File: src/rtl/rr_decode_sched_pkg.sv
// rtl/rr_decode_sched_pkg.sv - shared types, constants and arbitration helper
// Contents:
//   N_REQ, SEL_W       requester count and select width
//   MAX_HOLD_DEFAULT   default forced-release hold limit
//   state_t            scheduler FSM states
//   pick_t / rr_pick   round-robin winner search starting at the pointer
package rr_decode_sched_pkg;

  localparam int unsigned N_REQ            = 8;
  localparam int unsigned SEL_W            = 3;
  localparam int unsigned MAX_HOLD_DEFAULT = 16;

  typedef enum logic [1:0] {
    IDLE    = 2'd0,
    GRANT   = 2'd1,
    RELEASE = 2'd2
  } state_t;

  typedef struct packed {
    logic             found;
    logic [SEL_W-1:0] idx;
  } pick_t;

  // First set request at ptr, ptr+1, ... with the index wrapping 7 -> 0.
  function automatic pick_t rr_pick(logic [N_REQ-1:0] req, logic [SEL_W-1:0] ptr);
    pick_t            p;
    logic [SEL_W-1:0] idx;
    p.found = 1'b0;
    p.idx   = '0;
    for (int i = 0; i < N_REQ; i++) begin
      idx = ptr + SEL_W'(i);
      if (!p.found && req[idx]) begin
        p.found = 1'b1;
        p.idx   = idx;
      end
    end
    return p;
  endfunction

endpackage

File: src/rtl/rr_decode_sched_if.sv
// rtl/rr_decode_sched_if.sv - requester/scheduler handshake bundle
// Signals:
//   req     [7:0]  level request per requester
//   done           single-cycle release pulse from the owner
//   grant   [0:7]  one-hot registered grant
//   sel     [2:0]  index of the current owner (valid while busy)
//   busy           high while a grant is held
//   timeout        one-cycle pulse on forced release
// Modports: master = requester side, slave = scheduler side.
interface rr_decode_sched_if;
  import rr_decode_sched_pkg::*;

  logic [N_REQ-1:0] req;
  logic             done;
  logic [0:N_REQ-1] grant;
  logic [SEL_W-1:0] sel;
  logic             busy;
  logic             timeout;

  modport master (output req, output done,
                  input  grant, input sel, input busy, input timeout);
  modport slave  (input  req, input  done,
                  output grant, output sel, output busy, output timeout);
endinterface

File: src/rtl/rr_decode_sched_sel_decoder.sv
// rtl/rr_decode_sched_sel_decoder.sv - combinational 3-to-8 one-hot decoder
// Ports:
//   in_i   [2:0]  binary select
//   out_o  [0:7]  out_o[k] = 1 when in_i == k
module sel_decoder
  import rr_decode_sched_pkg::*;
(
  input  logic [SEL_W-1:0] in_i,
  output logic [0:N_REQ-1] out_o
);

  always_comb begin
    out_o = '0;
    out_o[in_i] = 1'b1;
  end

endmodule

File: src/rtl/rr_decode_sched.sv
// rtl/rr_decode_sched.sv - round-robin owner scheduler for a shared decoded select
// Ports:
//   clk    rising-edge clock
//   rst_n  asynchronous active-low reset
//   bus    rr_decode_sched_if.slave (req, done in; grant, sel, busy, timeout out)
// Parameter MAX_HOLD: forced-release limit in GRANT cycles (2..255).
// Optional feature macro: RR_DECODE_SCHED_TIMEOUT_EN enables the hold counter
// and forced release; otherwise timeout is tied low.
module rr_decode_sched
  import rr_decode_sched_pkg::*;
#(
  parameter int unsigned MAX_HOLD = MAX_HOLD_DEFAULT
) (
  input  logic                clk,
  input  logic                rst_n,
  rr_decode_sched_if.slave    bus
);

  state_t           state_q, state_d;
  logic [SEL_W-1:0] ptr_q, ptr_d;
  logic [SEL_W-1:0] sel_q, sel_d;
  logic [0:N_REQ-1] grant_q, grant_d;
  logic             busy_q;
  logic [0:N_REQ-1] dec;
  logic             rel;
  logic             expire;
  pick_t            pick;

  // Decode the next select so grant is a registered copy of it.
  sel_decoder u_sel_decoder (
    .in_i  (sel_d),
    .out_o (dec)
  );

  assign pick = rr_pick(bus.req, ptr_q);
  assign rel  = bus.done | ~bus.req[sel_q];

  always_comb begin
    state_d = state_q;
    ptr_d   = ptr_q;
    sel_d   = sel_q;
    case (state_q)
      IDLE, RELEASE: begin
        if (pick.found) begin
          state_d = GRANT;
          sel_d   = pick.idx;
        end else begin
          state_d = IDLE;
        end
      end
      GRANT: begin
        if (rel || expire) begin
          state_d = RELEASE;
          ptr_d   = sel_q + SEL_W'(1);
        end
      end
      default: state_d = IDLE;
    endcase
    grant_d = (state_d == GRANT) ? dec : '0;
  end

  always_ff @(posedge clk or negedge rst_n) begin
    if (!rst_n) begin
      state_q <= IDLE;
      ptr_q   <= '0;
      sel_q   <= '0;
      grant_q <= '0;
      busy_q  <= 1'b0;
    end else begin
      state_q <= state_d;
      ptr_q   <= ptr_d;
      sel_q   <= sel_d;
      grant_q <= grant_d;
      busy_q  <= (state_d == GRANT);
    end
  end

`ifdef RR_DECODE_SCHED_TIMEOUT_EN
  logic [7:0] hold_q, hold_d;
  logic       timeout_q, timeout_d;

  assign expire = (state_q == GRANT) && (hold_q == 8'(MAX_HOLD - 1));

  always_comb begin
    hold_d    = '0;
    timeout_d = 1'b0;
    // Counter restarts on every entry to GRANT and runs while the grant is held.
    if (state_q == GRANT && state_d == GRANT) begin
      hold_d = hold_q + 8'd1;
    end
    // A coincident normal release wins over the expiry.
    if (state_q == GRANT && expire && !rel) begin
      timeout_d = 1'b1;
    end
  end

  always_ff @(posedge clk or negedge rst_n) begin
    if (!rst_n) begin
      hold_q    <= '0;
      timeout_q <= 1'b0;
    end else begin
      hold_q    <= hold_d;
      timeout_q <= timeout_d;
    end
  end

  assign bus.timeout = timeout_q;
`else
  assign expire      = 1'b0;
  assign bus.timeout = 1'b0;
`endif

  assign bus.grant = grant_q;
  assign bus.sel   = sel_q;
  assign bus.busy  = busy_q;

endmodule

File: src/flat_wrapper.sv
// flat-port wrapper written by rule: the top's interface ports become plain ports
module rr_decode_sched_flat import rr_decode_sched_pkg::*;
#(
  parameter int unsigned MAX_HOLD = MAX_HOLD_DEFAULT
)
  (clk, rst_n, bus_req, bus_done, bus_grant, bus_sel, bus_busy, bus_timeout);
  rr_decode_sched_if bus_i ();
  input  logic clk;
  input  logic rst_n;
  input wire logic [$bits(bus_i.req)-1:0] bus_req;
  input wire logic [$bits(bus_i.done)-1:0] bus_done;
  output wire logic [$bits(bus_i.grant)-1:0] bus_grant;
  output wire logic [$bits(bus_i.sel)-1:0] bus_sel;
  output wire logic [$bits(bus_i.busy)-1:0] bus_busy;
  output wire logic [$bits(bus_i.timeout)-1:0] bus_timeout;
  assign bus_i.req = bus_req;
  assign bus_i.done = bus_done;
  assign bus_grant = bus_i.grant;
  assign bus_sel = bus_i.sel;
  assign bus_busy = bus_i.busy;
  assign bus_timeout = bus_i.timeout;
  rr_decode_sched #(.MAX_HOLD(MAX_HOLD)) u_core (.clk(clk), .rst_n(rst_n), .bus(bus_i));
endmodule
File: config.mk
export PLATFORM = sky130hd
export DESIGN_NAME = rr_decode_sched_flat
export DESIGN_NICKNAME = d
export VERILOG_FILES = /design/src/rtl/rr_decode_sched_pkg.sv /design/src/rtl/rr_decode_sched_if.sv /design/src/rtl/rr_decode_sched_sel_decoder.sv /design/src/rtl/rr_decode_sched.sv /design/src/flat_wrapper.sv
export SDC_FILE = /design/constraint.sdc
export NUM_CORES = 1
export LEC_CHECK = 0
export BUFFER_PORTS_ARGS = -buffer_cell sky130_fd_sc_hd__buf_2
export CAP_MARGIN = 30
export CORE_ASPECT_RATIO = 0.75
export CORE_UTILIZATION = 50
export DETAILED_ROUTE_END_ITERATION = 6
export MAX_ROUTING_LAYER = met4
export PLACE_DENSITY = 0.72
export SETUP_SLACK_MARGIN = 0.5
export SYNTH_ARGS = -nofsm -noshare
export SYNTH_HDL_FRONTEND = slang
export SYNTH_SLANG_ARGS = --single-unit
File: constraint.sdc
create_clock -name clk -period 4.2 [get_ports clk]
set_clock_uncertainty 0.1 [all_clocks]
set_input_delay 0.84 -clock clk [delete_from_list [all_inputs] [get_ports clk]]
set_output_delay 0.84 -clock clk [all_outputs]
set_load 0.02 [all_outputs]
### Yosys cells after proc, flatten, opt, wreduce, memory -nomap -nowiden

Index checks and enable logic that the tools add are counted.
Widths: inputs -> output; s select.

| word-level totals | value |
|---|---|
| bits in registers | 17 |
| logic and storage cells | 82 |
| output and inout port bits | 13 |

| cells by class | value |
|---|---|
| order comparisons | 11 |
| bitwise operators | 3 |
| reductions and logical operators | 18 |
| multiplexer cells | 34 |
| equal/unequal tests | 3 |
| $add $sub $neg | 8 |

Operators by type and width:

| operator | number |
|---|---|
| $lt 3x4->1 const B | 9 |
| $mux 4 | 8 |
| $bmux 1 s3 | 9 |
| $add 3x3->3 const B | 4 |
| $mux 1 | 11 |
| $logic_and 1x1->1 | 8 |
| $mux 8 | 1 |
| $logic_not 1->1 | 7 |
| $add 3x1->3 const B | 2 |
| $add 3x2->3 const B | 2 |
| $mux 3 | 2 |
| $eq 2x1->1 const B | 2 |
| $ge 4x4->1 const B | 1 |
| $lt 4x1->1 const B | 1 |
| $not 3->4 | 1 |
| $pmux 2 s2 | 1 |
| $demux 1 s3 | 1 |
| $eq 2x2->1 const B | 1 |
| $logic_not 2->1 | 1 |
| $mux 2 | 1 |
| $reduce_and 2->1 | 1 |
| $reduce_or 2->1 | 1 |
| $not 1->1 | 1 |
| $or 1x1->1 | 1 |

### Depth between registers and ports, before layout

| logic depth | value |
|---|---|
| depth after elaboration | 32 |
| gate-level depth with buffers | 15 |
| mapped depth without buffers | 10 |

### By module

A second synthesis with hierarchy kept.

| second synthesis, totals | value |
|---|---|
| cells, all modules | 160 |
| area, all modules | 1790.5 µm² |

Modules (own cells, without submodules):

| module | instances | cells each | area each (µm²) |
|---|---|---|---|
| rr_decode_sched | 1 | 152 | 1725.4 |
| sel_decoder | 1 | 8 | 65.1 |

### Worst setup path before layout

Ideal clock, no wire load.

| path | value |
|---|---|
| kind | register to register |
| start | reg u_core.ptr_q[0] |
| end | reg u_core.grant_q, in the netlist u_core.bus.grant[3] |
| path slack | 584 ps |
| cell stages (with the launch flop) | 15 |
| arrival | 3396 ps |
| period minus slack after synthesis | 3616 ps |
| library setup time | 120 ps |
| data required time | 3980 ps |
| cell sequence | dfrtp_1 > buf_6 > buf_8 > clkbuf_1 > inv_1 > ha_1 > buf_6 > mux4_1 > mux2_4 > nand3_1 > a32oi_1 > a311o_1 > a221oi_2 > inv_2 > and3_1 |

| on the way | value |
|---|---|
| word-level cells in the longest chain between the ends | 32 |
| elaborated cells between the ends (all ways) | 57 |

Ends and longest elaborated chain:

| item | RTL line | RTL |
|---|---|---|
| start: declaration | rr_decode_sched.sv:20 | `logic [SEL_W-1:0] ptr_q, ptr_d;` |
| start signal: assignment | rr_decode_sched.sv:71 | `ptr_q <= ptr_d;` |
| branches (longest 23 deep; another with $add 3x1->3) | n/a |  |
| $mux 4 * | rr_decode_sched_pkg.sv:32 | `if (!p.found && req[idx]) begin` |
| $mux 3 * | rr_decode_sched.sv:44 | `if (pick.found) begin` |
| $mux 3 * | rr_decode_sched.sv:42 | `case (state_q)` |
| net u_core.sel_d[1] | rr_decode_sched.sv:21 | `logic [SEL_W-1:0] sel_q, sel_d;` |
| $not 3->4 (not written as such) * | rr_decode_sched_sel_decoder.sv:14 | `out_o[in_i] = 1'b1;` |
| $ge 4x4->1 (not written as such) / $lt 4x1->1 (equally long branches) | rr_decode_sched_sel_decoder.sv:14 |  |
| $logic_and 1x1->1 (not written as such) | rr_decode_sched_sel_decoder.sv:14 |  |
| $mux 1 (not written as such) | rr_decode_sched_sel_decoder.sv:14 |  |
| $demux 1 s3 * | rr_decode_sched_sel_decoder.sv:14 |  |
| $mux 8 * | rr_decode_sched.sv:59 | `grant_d = (state_d == GRANT) ? dec : '0;` |
| net u_core.grant_d, one bit | rr_decode_sched.sv:22 | `logic [0:N_REQ-1] grant_q, grant_d;` |
| end signal: assignment | rr_decode_sched.sv:73 | `grant_q <= grant_d;` |
| end: declaration | rr_decode_sched.sv:22 |  |

Mark *: on every way through the listed nets, which the timed path passes. The select of a mux whose other input is x is not followed.
A chain may end at the register's enable or synchronous reset.

### Worst setup path in the final report

| path | value |
|---|---|
| start | reg u_core.ptr_q[1] |
| end | reg u_core.grant_q, in the netlist u_core.bus.grant[6] |

| on the way | value |
|---|---|
| word-level cells in the longest chain between the ends | 32 |
| elaborated cells between the ends (all ways) | 57 |

Ends and longest elaborated chain:

| item | RTL line |
|---|---|
| branches (longest 23 deep; another with $add 3x1->3) | n/a |
| $mux 4 * | rr_decode_sched_pkg.sv:32 |
| $mux 3 | rr_decode_sched.sv:44 |
| $mux 3 | rr_decode_sched.sv:42 |
| $not 3->4 (not written as such) | rr_decode_sched_sel_decoder.sv:14 |
| $ge 4x4->1 (not written as such) / $lt 4x1->1 (equally long branches) | rr_decode_sched_sel_decoder.sv:14 |
| $logic_and 1x1->1 (not written as such) | rr_decode_sched_sel_decoder.sv:14 |
| $mux 1 (not written as such) | rr_decode_sched_sel_decoder.sv:14 |
| $demux 1 s3 | rr_decode_sched_sel_decoder.sv:14 |
| $mux 8 * | rr_decode_sched.sv:59 |
| net u_core.grant_d, one bit | rr_decode_sched.sv:22 |

Marked as above.

==> results.md <==
Critical path:
- The type of destination of the critical path is a flip-flop.
- The type of origin of the critical path is a flip-flop.
- The largest incremental delay on the critical path is ~0.69 ns.
- The largest delay contributor family on the critical path is multiplexers.
- The most numerous cell on the critical path is nor3_1.
- The setup check on the worst reg-to-reg path leaves a slack of 0.76 ns.
- On the critical path, the stage with the largest delay is an instance of mux4_1.
- Counting both buffers and inverters, the worst setup path holds a total of 1.
- The arrival time at the worst endpoint is between 3 and 4 ns.
- Traced cell by cell, the critical path runs through clkinv_1 > ha_2 > mux4_1 > mux2_2 > nor3_1 > a41o_1 > a2111oi_0 > nor3_1 > nor3_1.
- At the worst endpoint, the required time is around 4.2 ns.
- Along the worst path, the maximum fanout reaches 12.
- The worst setup path is of the flip-flop to flip-flop kind.

Synth:
- The area fraction of the dominant cell type after synthesis is 23.6%.
- The largest family of logic cells by synthesized area is multiplexers.
- The net count after synthesis is 190.
- The primary flip-flop cell chosen by synthesis mapping is dfrtp_1.
- The proportion of synthesized area in mux cells is between 30% and 40%.
- The area fraction in compound gates after synthesis is between 15 and 20%.
- Counting flops with an async set or reset pin after synthesis yields a share of 100%.
- The number of distinct library cell variants in the gate-level netlist after synthesis is a little over 60.
- The synthesized design contains 17 register bits.
- Counting every instance in the synthesized netlist gives 176.
- In this run, synthesis inferred 0 flip-flops with an integrated enable.
- In the post-synthesis netlist, the biggest area contributors are dfrtp_1 24%, mux4_2 14%, mux2i_1 8.9%, mux2_2 4.4%, nand2_1 3.1%.
- The warning count from the yosys run is 0.
- Summing the areas of all and, or, nand and nor instances in the mapped netlist gives 15.5% of the synthesized area.
- The cell type contributing the most total cell area after synthesis is dfrtp_1.
- Of the total synthesized cell area, the portion taken by full adders, half adders and majority gates is under 10%.
- The post-synthesis xor/xnor area fraction is about 1.9%.
- After synthesis the cells add up to around 1800 µm².
- Sequential elements use a little under a quarter of the synthesized area.
- The post-synthesis average cell area is around 10 µm².

Timing:
- The fmax is 0.291 GHz.
- The clock period minus worst slack is ~3.4 ns.
- The hold violation total from the final report is 0.
- The headroom to the max-slew limit is around two fifths.
- The portion of the clock cycle consumed by the worst path in the final layout is 81.8%.
- The final count of pins violating max slew was 0.
- The total of endpoints with negative setup slack in the final report is 0.
- Setup repair after global routing left no endpoint under its margin.
- The summed negative setup slack over all endpoints is 0 ns.
- At the pin with the least slew margin, the transition time is slightly below 0.9 ns.

Clock tree:
- The clock tree root driver cell is clkbuf_8.
- The number of buffers on the longest clock path is 2.
- After clock tree synthesis, the clock-pin slew on the worst setup and hold paths is roughly 0.070 ns.
- Counting the buffers created by CTS gives 3.
- The clock network latency to the later pin of the worst-skew pair is 0.25 ns.
- The count of H-tree levels built during CTS is 1.
- The hold buffer count at cts is 0.
- CTS saw 17 sinks.
- The clock tree from TritonCTS is built.

Floorplan:
- The die outline area is approximately 3800 µm².
- Measured along the x axis, the die boundary spans 71.3 µm.
- The row count is 18.
- The die is 54.0 µm tall.
- After floorplanning, the core was sized to cover approximately 3400 µm².
- The I/O pin total is 24.
- The initial utilization of the core area, before any placement, comes to a little over half.

Global route:
- Global routing used 24.7% of the available tracks across all layers.
- The global-route wire length before repair is between 6 and 7 mm.
- The total overflow left after global routing is 0.
- The number of global-route vias before repair was about 1,400.
- Entering global routing, the biggest net connects 24 pins.
- The number of antenna violations at the first check in global routing came to 0.

Finish:
- The fraction of final layout cells with drive strength greater than 1 is about a third.
- The area added between synthesis and finish is 8.62%.
- The net count of the finished layout is 209.
- The number of inserted diodes is 0.
- The most common library cell in the layout ignoring fill and taps is buf_2.
- Leaving out fill and tap cells, the most frequent cells in the layout are 22 x buf_2, 17 x dfrtp_1, 16 x mux2i_1.

Run status:
- The run finished with clean final reports.

Routing:
- The remaining antenna violation count after routing is 0.
- The detailed router finished its first iteration with between 200 and 250 violations.
- The DRC violation count after routing is 0.
- The routed wire length per instance is roughly 18 µm.
- The first detailed-routing pass took 4 iterations.
- For this block, the routed nets add up to ~4.3 mm of wire.
- Using the TritonRoute via totals, the vias-per-cell ratio works out to roughly 6.6.
- The via count of the routed design is ~1,600.

Placed design:
- The final estimated routing congestion in global placement is just over 0.9.
- The wire-length estimate of the detail-placed layout is between 3 and 4 mm.
- The count of buffers inserted at the top-level ports is 22.

Job:
- Across the run, the number of max-cap violations was 0.

Hold path:
- The path category of the worst min-delay check is input port to asynchronous set/reset pin.
-- cells in the mapped netlist, drive strengths merged (3+ instances only) --
| cell type | number |
|---|---|
| dfrtp | 17 |
| nor3 | 7 |
| ha | 3 |
| and3 | 4 |
| nor2 | 12 |
| mux4 | 13 |
| nand2 | 15 |
| xnor2 | 3 |
| inv | 7 |
| buf | 10 |
| o21ai | 5 |
| mux2i | 19 |
| nand3 | 6 |
| mux2 | 8 |
| a32oi | 3 |
| a21o | 3 |
-- cell type report --
| class | count | area, µm² |
|---|---|---|
| clock buffer | 3 | 41.3 |
| clock inverter | 1 | 5.00 |
| fill | 289 | 1400 |
| inverter | 8 | 30.0 |
| multi-input combinational | 139 | 1260 |
| sequential | 17 | 425 |
| tap | 40 | 50.0 |
| timing repair buffer | 26 | 140 |
-- logic make-up after synthesis --
| family | after synthesis |
|---|---|
| fa+ha+maj | 3 |
| other cells | 1 |
| buf+inv | 20 |
| compound gates | 37 |
| flops | 17 |
| mux | 40 |
| xor+xnor | 3 |
| simple gates | 55 |
-- sequential cells by signal, indices dropped and copies added (netlist names) --
name and count:
u_core.bus.busy 1, u_core.bus.grant 8, u_core.bus.sel 3, u_core.ptr_q 3, u_core.state_q 2
-- worst paths after layout --
| kind | startpoint | end | cells past startpoint |
|---|---|---|---|
| worst max-delay path | u_core.ptr_q[1] | u_core.bus.grant[6] | 9 |
| worst min-delay path | rst_n | u_core.bus.grant[7] | 1 |
| worst max register to register | u_core.ptr_q[1] | u_core.bus.grant[6] | 9 |
| worst min register to register | u_core.state_q[1] | u_core.state_q[1] | 2 |
| max in group asynchronous | rst_n | u_core.bus.sel[0] | 1 |
| min in group clk | u_core.state_q[1] | u_core.state_q[1] | 2 |
-- layer usage --
| metal | vias to the layer above | share of wire, % | GRT usage [%] |
|---|---|---|---|
| met1 | 764 | 47 | 35.2 |
| li1 | 728 | - | - |
| met5 | - | 0 | - |
| met4 | 0 | 0.58 | 2.67 |
| met2 | 53 | 45 | 36.3 |
| met3 | 6 | 8.1 | 6.18 |
-- stage by stage --
step	instance area, µm²	utilization (%)	worst slack [ns]	hold slack, ns	instances
finish	1960	58.3	0.764	0.393	234
global route	1960	58.3	0.541	0.424	234
floorplan	1800	-	0.584	0.443	176
global placement	1910	56.8	0.717	0.469	230
CTS	1950	58.2	0.648	0.401	234
detailed placement	1910	56.8	0.667	0.498	230
-- repair_timing --
action | CTS | global route
buffers inserted | 0 | 0
endpoints found under the setup margin | 0 | 7
resized for setup | 0 | 1
Power is left out: the tool's default activity adds up to more than one toggle a clock period on the data nets, which glitch-free logic cannot reach.
